<file path="src/rtl/div_pkg.sv">
// Shared definitions for the restoring divider: FSM state encoding and default width.
package div_pkg;

  typedef enum logic [1:0] {
    IDLE = 2'd0,
    CALC = 2'd1,
    DONE = 2'd2
  } state_t;

  localparam int DIV_WIDTH = 32;

endpackage

</file>
<file path="src/rtl/div_trial_sub.sv">
// Trial subtractor for one restoring-division step.
// borrow=1 means subtrahend > minuend, so the trial result must be discarded.
module div_trial_sub #(
  parameter int WIDTH = 32
) (
  input  logic [WIDTH:0] minuend,
  input  logic [WIDTH:0] subtrahend,
  output logic [WIDTH:0] diff,
  output logic           borrow
);

  assign {borrow, diff} = {1'b0, minuend} - {1'b0, subtrahend};

endmodule

</file>
<file path="src/rtl/restoring_divider.sv">
// Multi-cycle unsigned restoring divider.
// rq holds {remainder, quotient} with one spare top bit; each CALC edge shifts rq left
// and tries to subtract the divisor from the upper half. One quotient bit per edge.
//
// Handshake: run is a level. In IDLE, run=1 loads operands. In CALC, run=1 advances one
// iteration per edge and run=0 pauses with all state held. In DONE, results hold until
// run drops, which returns the FSM to IDLE (results still visible). run must be low for at
// least one edge between operations.
module restoring_divider
  import div_pkg::*;
#(
  parameter int WIDTH = DIV_WIDTH
) (
  input  logic             clk,
  input  logic             rst,
  input  logic             run,
  input  logic [WIDTH-1:0] dividend,
  input  logic [WIDTH-1:0] divisor,
  output logic [WIDTH-1:0] quotient,
  output logic [WIDTH-1:0] remainder,
  output logic             busy,
  output logic             done,
  output logic             div_by_zero,
  output logic [1:0]       fsm_state
);

  localparam int CW = $clog2(WIDTH);
  localparam logic [CW-1:0] LAST_ITER = CW'(WIDTH - 1);

  state_t             state, state_next;
  logic [2*WIDTH:0]   rq, rq_next;
  logic [WIDTH-1:0]   dvsr, dvsr_next;
  logic [CW-1:0]      cnt, cnt_next;
  logic               dbz, dbz_next;

  logic [2*WIDTH:0]   shifted;
  logic [WIDTH:0]     trial_diff;
  logic               trial_borrow;

  // rq[2W] is always 0 entering an iteration, so dropping it in the shift loses nothing.
  assign shifted = {rq[2*WIDTH-1:0], 1'b0};

  div_trial_sub #(.WIDTH(WIDTH)) u_trial_sub (
    .minuend   (shifted[2*WIDTH:WIDTH]),
    .subtrahend({1'b0, dvsr}),
    .diff      (trial_diff),
    .borrow    (trial_borrow)
  );

  // Next-state and datapath update selection; everything holds by default.
  always_comb begin
    state_next = state;
    rq_next    = rq;
    dvsr_next  = dvsr;
    cnt_next   = cnt;
    dbz_next   = dbz;
    case (state)
      IDLE: begin
        if (run) begin
          rq_next   = {{(WIDTH + 1){1'b0}}, dividend};
          dvsr_next = divisor;
          cnt_next  = '0;
          if (divisor == '0) begin
            // Divide by zero finishes immediately: quotient all ones, remainder = dividend.
            state_next = DONE;
            dbz_next   = 1'b1;
            rq_next    = {1'b0, dividend, {WIDTH{1'b1}}};
          end else begin
            state_next = CALC;
            dbz_next   = 1'b0;
          end
        end
      end
      CALC: begin
        if (run) begin
          if (trial_borrow) rq_next = shifted;
          else              rq_next = {trial_diff, shifted[WIDTH-1:1], 1'b1};
          cnt_next = cnt + 1'b1;
          if (cnt == LAST_ITER) state_next = DONE;
        end
      end
      DONE: begin
        if (!run) state_next = IDLE;
      end
      default: state_next = IDLE;
    endcase
  end

  // State and datapath registers with synchronous reset.
  always_ff @(posedge clk) begin
    if (rst) begin
      state <= IDLE;
      rq    <= '0;
      dvsr  <= '0;
      cnt   <= '0;
      dbz   <= 1'b0;
    end else begin
      state <= state_next;
      rq    <= rq_next;
      dvsr  <= dvsr_next;
      cnt   <= cnt_next;
      dbz   <= dbz_next;
    end
  end

  assign quotient    = rq[WIDTH-1:0];
  assign remainder   = rq[2*WIDTH-1:WIDTH];
  assign busy        = (state == CALC);
  assign done        = (state == DONE);
  assign div_by_zero = (state == DONE) && dbz;
  assign fsm_state   = state;

endmodule
</file>
<file path="config.mk">
export PLATFORM = sky130hd
export DESIGN_NAME = restoring_divider
export DESIGN_NICKNAME = d
export VERILOG_FILES = /design/src/rtl/div_pkg.sv /design/src/rtl/div_trial_sub.sv /design/src/rtl/restoring_divider.sv
export SDC_FILE = /design/constraint.sdc
export NUM_CORES = 1
export LEC_CHECK = 0
export BUFFER_PORTS_ARGS = -buffer_cell sky130_fd_sc_hd__buf_2
export CORE_MARGIN = 5
export CORE_UTILIZATION = 55
export CTS_CLUSTER_SIZE = 20
export DETAILED_ROUTE_END_ITERATION = 7
export PLACE_DENSITY = 0.8
export SKIP_CTS_REPAIR_TIMING = 1
export SLEW_MARGIN = 30
export SYNTH_ARGS = -nofsm -noshare
export SYNTH_HDL_FRONTEND = slang
export SYNTH_HIERARCHICAL = 1
export SYNTH_SLANG_ARGS = --single-unit
</file>
<file path="constraint.sdc">
create_clock -name clk -period 6.9 [get_ports clk]
set_input_delay 0 -clock clk [delete_from_list [all_inputs] [get_ports clk]]
set_output_delay 0 -clock clk [all_outputs]
set_load 0.02 [all_outputs]
</file>
==> results_dict.tcl <==
set metrics [dict create \
    status "completed" \
    clockBufferDepth 2 \
    yosys_warnings 6 \
    syn_avg_cell_area_sq_um 7.82 \
    cts_tree "yes" \
    switchingPower_w 0.000693 \
    wl_um 20700 \
    core_area_sq_um 12500 \
    critPathKind "reg -> reg" \
    dr.pass1.iters 6 \
    vias 7029 \
    place_congestion 0.932 \
    antenna_found_initial 0 \
    worstSetupPathDepth 12 \
    p_comb_frac 0.372 \
    dp_hpwl_um 14100 \
    fin_cells 1182 \
    start_util 0.554 \
    grt_first_pass_wirelength_um 31500 \
    rows 41 \
    critPathTopFamily "compound AO/OA/AOI/OAI gates" \
    fin_nets 1108 \
    n_fill_cell 1069 \
    clkPwrFrac 0.269 \
    vias_per_cell 5.95 \
    avgRoutedWirePerCell_um 17.5 \
    htree_levels 3 \
    placement.io_buffers 135 \
    hold_class "in -> reg" \
    max_stage_delay_ns 0.51 \
    cp_max_fo 30 \
    die_area_sq_um 14900 \
    die_x_um 122 \
    p_leak_nw 3.67 \
    intPower_w 0.00120 \
    drt-initial-drc-count 642 \
    timing.rr.end "rq[40]" \
    grt.busiest_layer "met2" \
    cts_root_buffer "clkbuf_16" \
    powerDensity_nw_per_um2 230 \
    antennaDiodeCount 0 \
    hold_slack_ns 0.0507 \
    grt_setup_unrepaired "no" \
    relSlewSlack 0.341 \
    final_common_cell "nand2_1" \
    placed_cells 1132 \
    slew_violations 0 \
    fmax_mhz 265 \
    startpoint_type "flop" \
    drcViolationCount 0 \
    swShare 0.366 \
    utilization 0.660 \
    slowest_stage "buf_4" \
    ios 136 \
    max-vdd-ir-drop_mv 0.206 \
    setup_viol 0 \
    worstPathRequired_ns 7.15 \
    finalSetupTns_ns 0 \
    grt_pass1_vias 6339 \
    seq_area_sq_um 2080 \
    layout_common_cells "nand2_1, buf_2, dfxtp_1, a21oi_1, nor2_1" \
    skew_ns 0.0101 \
    fin_crit_ns 3.77 \
    track_usage 0.263 \
    multi_input_area_sq_um 4410 \
    power_frac_seq 0.359 \
    post_dp_cell_area_sq_um 7600 \
    worstPathArrival_ns 4.02 \
    cts.sinks 104 \
    cp_num_buf_inv 1 \
    cts-buffers-inserted 9 \
    ant_nets 0 \
    grtUsageMet1 0.367 \
    grt_max_degree 100 \
    cp_cell_sequence "ha_1 -> a21o_1 -> a31o_1 -> a221oi_4 -> a31oi_2 -> a21oi_2 -> o21bai_2 -> a41oi_4 -> buf_4 -> mux2i_1 -> o21ai_0 -> o221a_2" \
    reg2reg_from "rq[38]" \
    met2_usage 0.397 \
    worstSetupEndpoint "rq[40]" \
    post-route-cell-area_sq_um 8230 \
    maxCapViolCount 0 \
    die_h_um 122 \
    overflow 0 \
    synthCells 884 \
    reg2reg_depth 12 \
    final_hold_viol_count 0 \
    syn-cell-area_sq_um 6910 \
    syn_nets 987 \
    clkTransAtPathRegs_ns 0.07 \
    layout-drive-gt1-share 0.275 \
    clock_latency_ns 0.36 \
    end_kind "flop" \
    critPathLaunch "rq[38]" \
    met3_usage 0.0608 \
    rrSetupSlack_ns 3.13 \
    worst_pin_slew_ns 0.989 \
    period_share 0.547 \
    area_growth_pct 19.1 \
]
## state kept, by name (all words and copies together) (netlist names)
register   flops
rq            64
dvsr          32
cnt            5
fsm_state      2
dbz            1
## final cells by class
cell class              count  share of cell area
clock buffers              13              0.0316
clock inverters             3             0.00319
inverters                  42              0.0193
multi-input cells         671               0.536
flip-flops and latches    104               0.253
well taps                 172              0.0262
repair buffers            177               0.131
## worst reg2reg max path, cell delays in order, from the launching register on
cell	delay, ns
dfxtp_1	0.34
ha_1	0.37
a21o_1	0.24
a31o_1	0.22
a221oi_4	0.30
a31oi_2	0.20
a21oi_2	0.32
o21bai_2	0.15
a41oi_4	0.30
buf_4	0.51
mux2i_1	0.30
o21ai_0	0.11
o221a_2	0.30
## worst min path at each step
stage	start	end	slack [ns]	depth (start not counted)
2_1_floorplan	run	fsm_state[1]	0.13	1
3_3_place_gp	divisor[24]	dvsr[24]	0.26	3
3_5_place_dp	divisor[17]	dvsr[17]	0.26	3
4_1_cts	divisor[16]	dvsr[16]	-0.12	3
5_1_grt	dividend[29]	rq[29]	0.07	4
6_report	dividend[27]	rq[27]	0.05	4
## routing by layer
metal / share of wire / vias to the layer above / wire, um
met5: 0 / - / 0
met4: 0.021 / 0 / 442
met3: 0.083 / 31 / 1710
met2: 0.45 / 281 / 9400
met1: 0.44 / 3315 / 9160
li1: - / 3402 / -
## power groups by stage
stage          combinational (W)  clock (W)  sequential [W]
5_1_grt                 0.000765   0.000529        0.000684
3_5_place_dp            0.000669          0        0.000692
6_report                0.000704   0.000509        0.000680
2_1_floorplan           0.000481          0        0.000716
4_1_cts                 0.000676   0.000512        0.000679
3_3_place_gp            0.000661          0        0.000692
## stage by stage
stage               power, W  setup WS [ns]
floorplan            0.00120           3.55
global placement     0.00135           3.35
detailed placement   0.00136           3.20
CTS                  0.00187           3.17
global route         0.00198           2.94
finish               0.00189           3.13
No activity file was read; power rests on OpenSTA's default activity.
